$ cat config.mk
export PLATFORM = sky130hd
export DESIGN_NAME = music_seq_memory
export DESIGN_NICKNAME = d
export VERILOG_FILES = /design/src/rtl/music_seq_memory.sv
export SDC_FILE = /design/constraint.sdc
export NUM_CORES = 2
export LEC_CHECK = 0
export ABC_AREA = 1
export CAP_MARGIN = 5
export CORE_ASPECT_RATIO = 1.1
export CORE_MARGIN = 5
export CORE_UTILIZATION = 40
export CTS_BUF_LIST = sky130_fd_sc_hd__clkbuf_4 sky130_fd_sc_hd__clkbuf_8
export CTS_CLUSTER_DIAMETER = 40
export DETAILED_ROUTE_END_ITERATION = 10
export DONT_BUFFER_PORTS = 1
export PLACE_DENSITY = 0.6
export RECOVER_POWER = 50
export SLEW_MARGIN = 25
export SYNTH_ARGS = -nofsm -noshare
export SYNTH_HDL_FRONTEND = slang
export SYNTH_SLANG_ARGS = --single-unit
$ cat constraint.sdc
create_clock -name clk -period 52.6 [get_ports clk]
set_input_delay 10.52 -clock clk [delete_from_list [all_inputs] [get_ports clk]]
set_output_delay 10.52 -clock clk [all_outputs]
set_load 0.01 [all_outputs]
$ cat src/rtl/music_seq_memory.sv
// Writable note-sequence memory with a tempo-divided playback engine.
// Notes are appended in IDLE; playback presents one registered note word per step.
module music_seq_memory #(
  parameter int DATA_WIDTH    = 10,
  parameter int DEPTH         = 256,
  parameter int ADDR_W        = 9,
  parameter int TICK_W        = 27,
  parameter int BASE_INTERVAL = 12500000,
  parameter int DUR_W         = 16
) (
  input  logic                  clk,
  input  logic                  rst_n,
  input  logic                  write_en,
  input  logic [DATA_WIDTH-1:0] data_in,
  input  logic                  clear,
  input  logic                  start,
  input  logic                  stop,
  input  logic                  pause,
  input  logic                  loop_en,
  input  logic [TICK_W-1:0]     tick_div,
  output logic [DATA_WIDTH-1:0] data_out,
  output logic                  output_ready,
  output logic [ADDR_W-1:0]     play_pos,
  output logic [ADDR_W-1:0]     count,
  output logic                  full,
  output logic                  done,
  output logic [DUR_W-1:0]      duration
);

  // state   | meaning
  // S_IDLE  | accepting writes/clears, waiting for start
  // S_PLAY  | stepping through stored notes
  // S_PAUSE | position and step counter frozen, outputs blanked
  // S_DONE  | single-cycle end-of-playback marker

  localparam int MEM_AW = (DEPTH > 1) ? $clog2(DEPTH) : 1;
  localparam int PW     = ADDR_W + TICK_W;

  typedef enum logic [1:0] {S_IDLE, S_PLAY, S_PAUSE, S_DONE} state_t;

  state_t                state_q, state_d;
  logic [ADDR_W-1:0]     count_q, count_d;
  logic [TICK_W-1:0]     div_q, div_d;
  logic [TICK_W-1:0]     step_q, step_d;
  logic [ADDR_W-1:0]     ptr_q, ptr_d;
  logic [DATA_WIDTH-1:0] data_out_q, data_out_d;
  logic                  ready_q, ready_d;
  logic [ADDR_W-1:0]     pos_q, pos_d;
  logic [DATA_WIDTH-1:0] mem_q [DEPTH];

  logic            mem_we;
  logic            full_w;
  logic            step_end;
  logic            last_step;
  logic            ending;
  logic [PW-1:0]   prod_w;
  logic [PW-1:0]   quot_w;

  assign full_w    = (count_q == ADDR_W'(DEPTH));
  assign step_end  = (step_q == div_q);
  assign last_step = (ptr_q == (count_q - ADDR_W'(1)));
  assign ending    = step_end && last_step && !loop_en;

  always_comb begin
    state_d = state_q;
    count_d = count_q;
    div_d   = div_q;
    step_d  = step_q;
    ptr_d   = ptr_q;
    mem_we  = 1'b0;
    case (state_q)
      S_IDLE: begin
        step_d = TICK_W'(1);
        ptr_d  = '0;
        if (clear) begin
          count_d = '0;
        end else if (write_en && !full_w) begin
          mem_we  = 1'b1;
          count_d = count_q + ADDR_W'(1);
        end
        if (!stop && start && (count_q != '0)) begin
          state_d = S_PLAY;
          div_d   = (tick_div == '0) ? TICK_W'(1) : tick_div;
        end
      end
      S_PLAY: begin
        if (stop) begin
          state_d = S_IDLE;
        end else begin
          // The cycle in which pause is sampled still counts toward the step.
          if (step_end) begin
            step_d = TICK_W'(1);
            ptr_d  = last_step ? '0 : (ptr_q + ADDR_W'(1));
          end else begin
            step_d = step_q + TICK_W'(1);
          end
          if (ending)     state_d = S_DONE;
          else if (pause) state_d = S_PAUSE;
        end
      end
      S_PAUSE: begin
        if (stop)        state_d = S_IDLE;
        else if (!pause) state_d = S_PLAY;
      end
      S_DONE: begin
        state_d = S_IDLE;
      end
      default: state_d = S_IDLE;
    endcase
  end

  always_comb begin
    data_out_d = '0;
    ready_d    = 1'b0;
    pos_d      = '0;
    if (state_q == S_PLAY) begin
      data_out_d = mem_q[ptr_q[MEM_AW-1:0]];
      ready_d    = 1'b1;
    end
    if ((state_q == S_PLAY) || (state_q == S_PAUSE)) pos_d = ptr_q;
  end

  always_ff @(posedge clk or negedge rst_n) begin
    if (!rst_n) begin
      state_q    <= S_IDLE;
      count_q    <= '0;
      div_q      <= TICK_W'(1);
      step_q     <= TICK_W'(1);
      ptr_q      <= '0;
      data_out_q <= '0;
      ready_q    <= 1'b0;
      pos_q      <= '0;
    end else begin
      state_q    <= state_d;
      count_q    <= count_d;
      div_q      <= div_d;
      step_q     <= step_d;
      ptr_q      <= ptr_d;
      data_out_q <= data_out_d;
      ready_q    <= ready_d;
      pos_q      <= pos_d;
    end
  end

  // Note storage has no reset; only slots below count are ever read.
  always_ff @(posedge clk) begin
    if (mem_we) mem_q[count_q[MEM_AW-1:0]] <= data_in;
  end

  assign prod_w = PW'(count_q) * PW'(div_q);
  assign quot_w = prod_w / PW'(BASE_INTERVAL);

  assign duration     = ((quot_w >> DUR_W) != '0) ? '1 : DUR_W'(quot_w);
  assign data_out     = data_out_q;
  assign output_ready = ready_q;
  assign play_pos     = pos_q;
  assign count        = count_q;
  assign full         = full_w;
  assign done         = (state_q == S_DONE);

endmodule

==> flow_metrics.env <==
export IMPL_drv_slew=298
export IMPL_htreeDepth=5
export IMPL_endpoint_kind="output pin"
export IMPL_fmax_mhz=31.6
export IMPL_hpwl_um=212000
export IMPL_synthTopCellsByArea="edfxtp_1 (62%), nor2_1 (6.3%), o21ai_0 (6.1%), nand2_1 (4.2%), fa_1 (2.8%)"
export IMPL_route_vias_total=88800
export IMPL_hold_viol_final=0
export IMPL_clockBufferDepth=4
export IMPL_viasPerCell=5.63
export IMPL_synth_top_area_share_pct=62.1
export IMPL_clk_pin_slew_worst_paths_ns=0.07
export IMPL_powerDensity_nw_per_um2=45.8
export IMPL_drive_gt1_share_pct=10.1
export IMPL_leakagePower_nw=48.5
export IMPL_grt_usage_pct=22.2
export IMPL_rrSetupSlack_ns=38.31
export IMPL_clock_latency_ns=1.12
export IMPL_timing_final_ws_setup_ns=20.98
export IMPL_synth_seq_cells=2654
export IMPL_rsz0062_at_grt="false"
export IMPL_synth_top_flop_cell="edfxtp_1"
export IMPL_core_um2=308000
export IMPL_dieHeight_um=593
export IMPL_max_stage_delay_ns=0.97
export IMPL_detail_route_first_pass_iterations=6
export IMPL_min_period_ns=31.62
export IMPL_cp_arrival_ns=21.10
export IMPL_worstSetupPathType="flip-flop to output pin"
export IMPL_grt_max_degree=257
export IMPL_cts_root_buf="clkbuf_8"
export IMPL_final_nets=11600
export IMPL_dp_slack_ns=22.08
export IMPL_antenna_found_initial=18
export IMPL_r2r_start="ptr_q[2]$_DFFE_PN0P_"
export IMPL_synth_top_cell_by_area="edfxtp_1"
export IMPL_wl_per_cell_um=23.4
export IMPL_use_met2_pct=36.2
export IMPL_setup_viol=0
export IMPL_hp_class="flip-flop to flip-flop"
export IMPL_wirelength_um=368000
export IMPL_post_cts_repair_setup_buffers=0
export IMPL_violations="max-capacitance violations, max-slew violations"
export IMPL_use_met1_pct=29.3
export IMPL_worstRegToRegCells=9
export IMPL_ctsResizeCount=0
export IMPL_initial_core_util_pct=40.1
export IMPL_seq_area_frac_synth_pct=64.0
export IMPL_path_max_fanout=37
export IMPL_drv_cap=5
export IMPL_fin_crit_sh_pct=60.1
export IMPL_synthArstFlopShare_pct=3.54
export IMPL_status="finished, violations left"
export IMPL_fin_area_um2=136000
export IMPL_clock_skew_ns=0.155
export IMPL_cts_sinks=2654
export IMPL_synth_distinct_cells=70
export IMPL_syn_cell_area_um2=124000
export IMPL_endpoint="duration[0]"
export IMPL_grt_pass1_wl_um=547000
export IMPL_fin_hold_ws_ns=0.569
export IMPL_vdd_ir_drop_max_mv=0.0359
export IMPL_route_detailed_drc=0
export IMPL_dpl_cell_area_um2=127000
export IMPL_netlist_instances=11500
export IMPL_ant_nets=0
export IMPL_worstSetupStartpoint="count[6]$_DFFE_PN0P_"
export IMPL_gp_congestion=0.883
export IMPL_cts_hold_fix_buffers=0
export IMPL_rows=214
export IMPL_dieArea_um2=321000
export IMPL_portBuffers=0
export IMPL_cts_tree="yes"
export IMPL_synth_edf_count=2560
export IMPL_syn_area_per_cell_um2=10.8
export IMPL_crit_slowest_cell="dfrtp_2"
export IMPL_grt_pass1_vias=86300
export IMPL_reg2reg_to="data_out[3]$_DFF_PN0_"
export IMPL_start_kind="flip-flop"
export IMPL_worstPathRequired_ns=42.08
export IMPL_setup_tns_ns=0
export IMPL_cts_buffers=422
export IMPL_met3_usage_pct=4.69
export IMPL_fp_dieW_um=540
export IMPL_overflow=0
export IMPL_drtIter0Drc=9041
export IMPL_top_usage_layer="met2"
export IMPL_io_pins=92
export IMPL_tightest_slew_ns=7.54
export IMPL_critPathMostFrequentCell="nand2_1"
export IMPL_synthToLayoutAreaGrowth_pct=9.59
export IMPL_yosys_warnings=0
export IMPL_worst_slew_margin_rel_pct=-402
==> worst max-delay path: cells and delay by family (launching register included) <==
family / cells / cell delay [ns]
xor gates and xnor gates: 1 / 0.16
adders and majority gates: 5 / 2.45
AOI/OAI and AO/OA: 2 / 0.65
buffers and inverters: 13 / 1.12
DFF: 1 / 0.97
and+or+nand+nor: 93 / 14.62
==> kinds of logic (layout without fill, tap and decap cells) <==
logic type	after synthesis	in the layout	synth area share, %
xor+xnor	119	119	0.842
fa+ha+maj	243	243	3.53
compound gates	2553	2553	12.0
buf+inv	1543	1706	4.86
simple gates	4361	4361	14.7
flops	2654	2654	64.0
other cells	1	17	0.00303
==> cells in the mapped netlist (all sizes together), types with 92 or more instances <==
library cell  count
inv             828
nand2          1558
o21ai          1543
fa              176
clkbuf          640
nand3           512
o22ai           420
o221ai          293
nor2           2109
edfxtp         2560
dfrtp            92
a21oi           141
==> final cells by class <==
| type | count | area, um2 |
|---|---|---|
| antenna | 14 | 35.0 |
| clock buffer | 578 | 7020 |
| clock inverter | 169 | 1200 |
| fill | 28700 | 173000 |
| inverter | 846 | 3210 |
| multi-input combinational | 7279 | 38800 |
| sequential | 2654 | 79200 |
| tap | 4104 | 5130 |
| timing repair buffer | 113 | 956 |
==> routing by layer <==
metal	up-vias	routed length (um)
met1	44100	149000
li1	40200	-
met2	3785	172000
met3	694	32000
met4	4	14900
met5	-	14
==> worst min-delay path by stage <==
stage | slack, ns | cells past startpoint | startpoint | to
finish | 0.57 | 1 | step_q[26]$_DFFE_PN0P_ | step_q[26]$_DFFE_PN0P_
global route | 0.59 | 1 | step_q[26]$_DFFE_PN0P_ | step_q[26]$_DFFE_PN0P_
CTS | 0.56 | 1 | step_q[26]$_DFFE_PN0P_ | step_q[26]$_DFFE_PN0P_
detailed placement | 0.55 | 1 | step_q[26]$_DFFE_PN0P_ | step_q[26]$_DFFE_PN0P_
global placement | 0.53 | 1 | count[8]$_DFFE_PN0P_ | count[8]$_DFFE_PN0P_
floorplan | 0.50 | 2 | state_q[1]$_DFFE_PN0P_ | state_q[1]$_DFFE_PN0P_
==> flip-flops by register name (all words and copies together), names as in the netlist, 2 cells and up <==
signal	flops
mem_q	2560
div_q	27
step_q	27
data_out	10
count	9
play_pos	9
ptr_q	9
state_q	2
==> power breakdown <==
part           switching, mW  leakage (nW)  total [mW]  internal [mW]
sequential            0.0722          24.2        2.41           2.34
combinational           1.50          20.0        2.06          0.566
clock                  0.823          4.32        1.74          0.920
==> metrics by stage <==
step | cells | power, mW | util (%)
3_5_place_dp | 15000 | 4.48 | 41.2
5_1_grt | 15800 | 6.54 | 44.0
4_1_cts | 15700 | 6.21 | 43.9
2_1_floorplan | 11500 | 3.80 | -
3_3_place_gp | 15000 | 4.46 | 41.2
6_report | 15800 | 6.21 | 44.0
==> layout by cell type (no fill, tap or decap), types with 38 or more instances in the layout <==
| master | synthesis | routed |
|---|---|---|
| nand4_1 | 48 | 48 |
| o211ai_1 | 87 | 87 |
| nor2_1 | 2064 | 1984 |
| edfxtp_1 | 2560 | 2560 |
| inv_1 | 772 | 767 |
| nor3_1 | 67 | 58 |
| inv_2 | 55 | 58 |
| o221ai_1 | 293 | 293 |
| nand2_1 | 1400 | 1392 |
| fa_1 | 176 | 176 |
| o22ai_1 | 420 | 420 |
| clkinv_1 | 16 | 96 |
| ha_1 | 67 | 67 |
| nand3_1 | 494 | 490 |
| xor2_1 | 88 | 88 |
| nand2_2 | 141 | 148 |
| dfrtp_1 | 92 | 87 |
| a21oi_1 | 139 | 139 |
| clkbuf_4 | 0 | 149 |
| buf_4 | 12 | 94 |
| nor2_2 | 34 | 114 |
| clkbuf_8 | 0 | 429 |
| o21ai_0 | 1505 | 1505 |
| clkinv_2 | 2 | 38 |
Note: power is estimated with default switching activity, not from simulation.
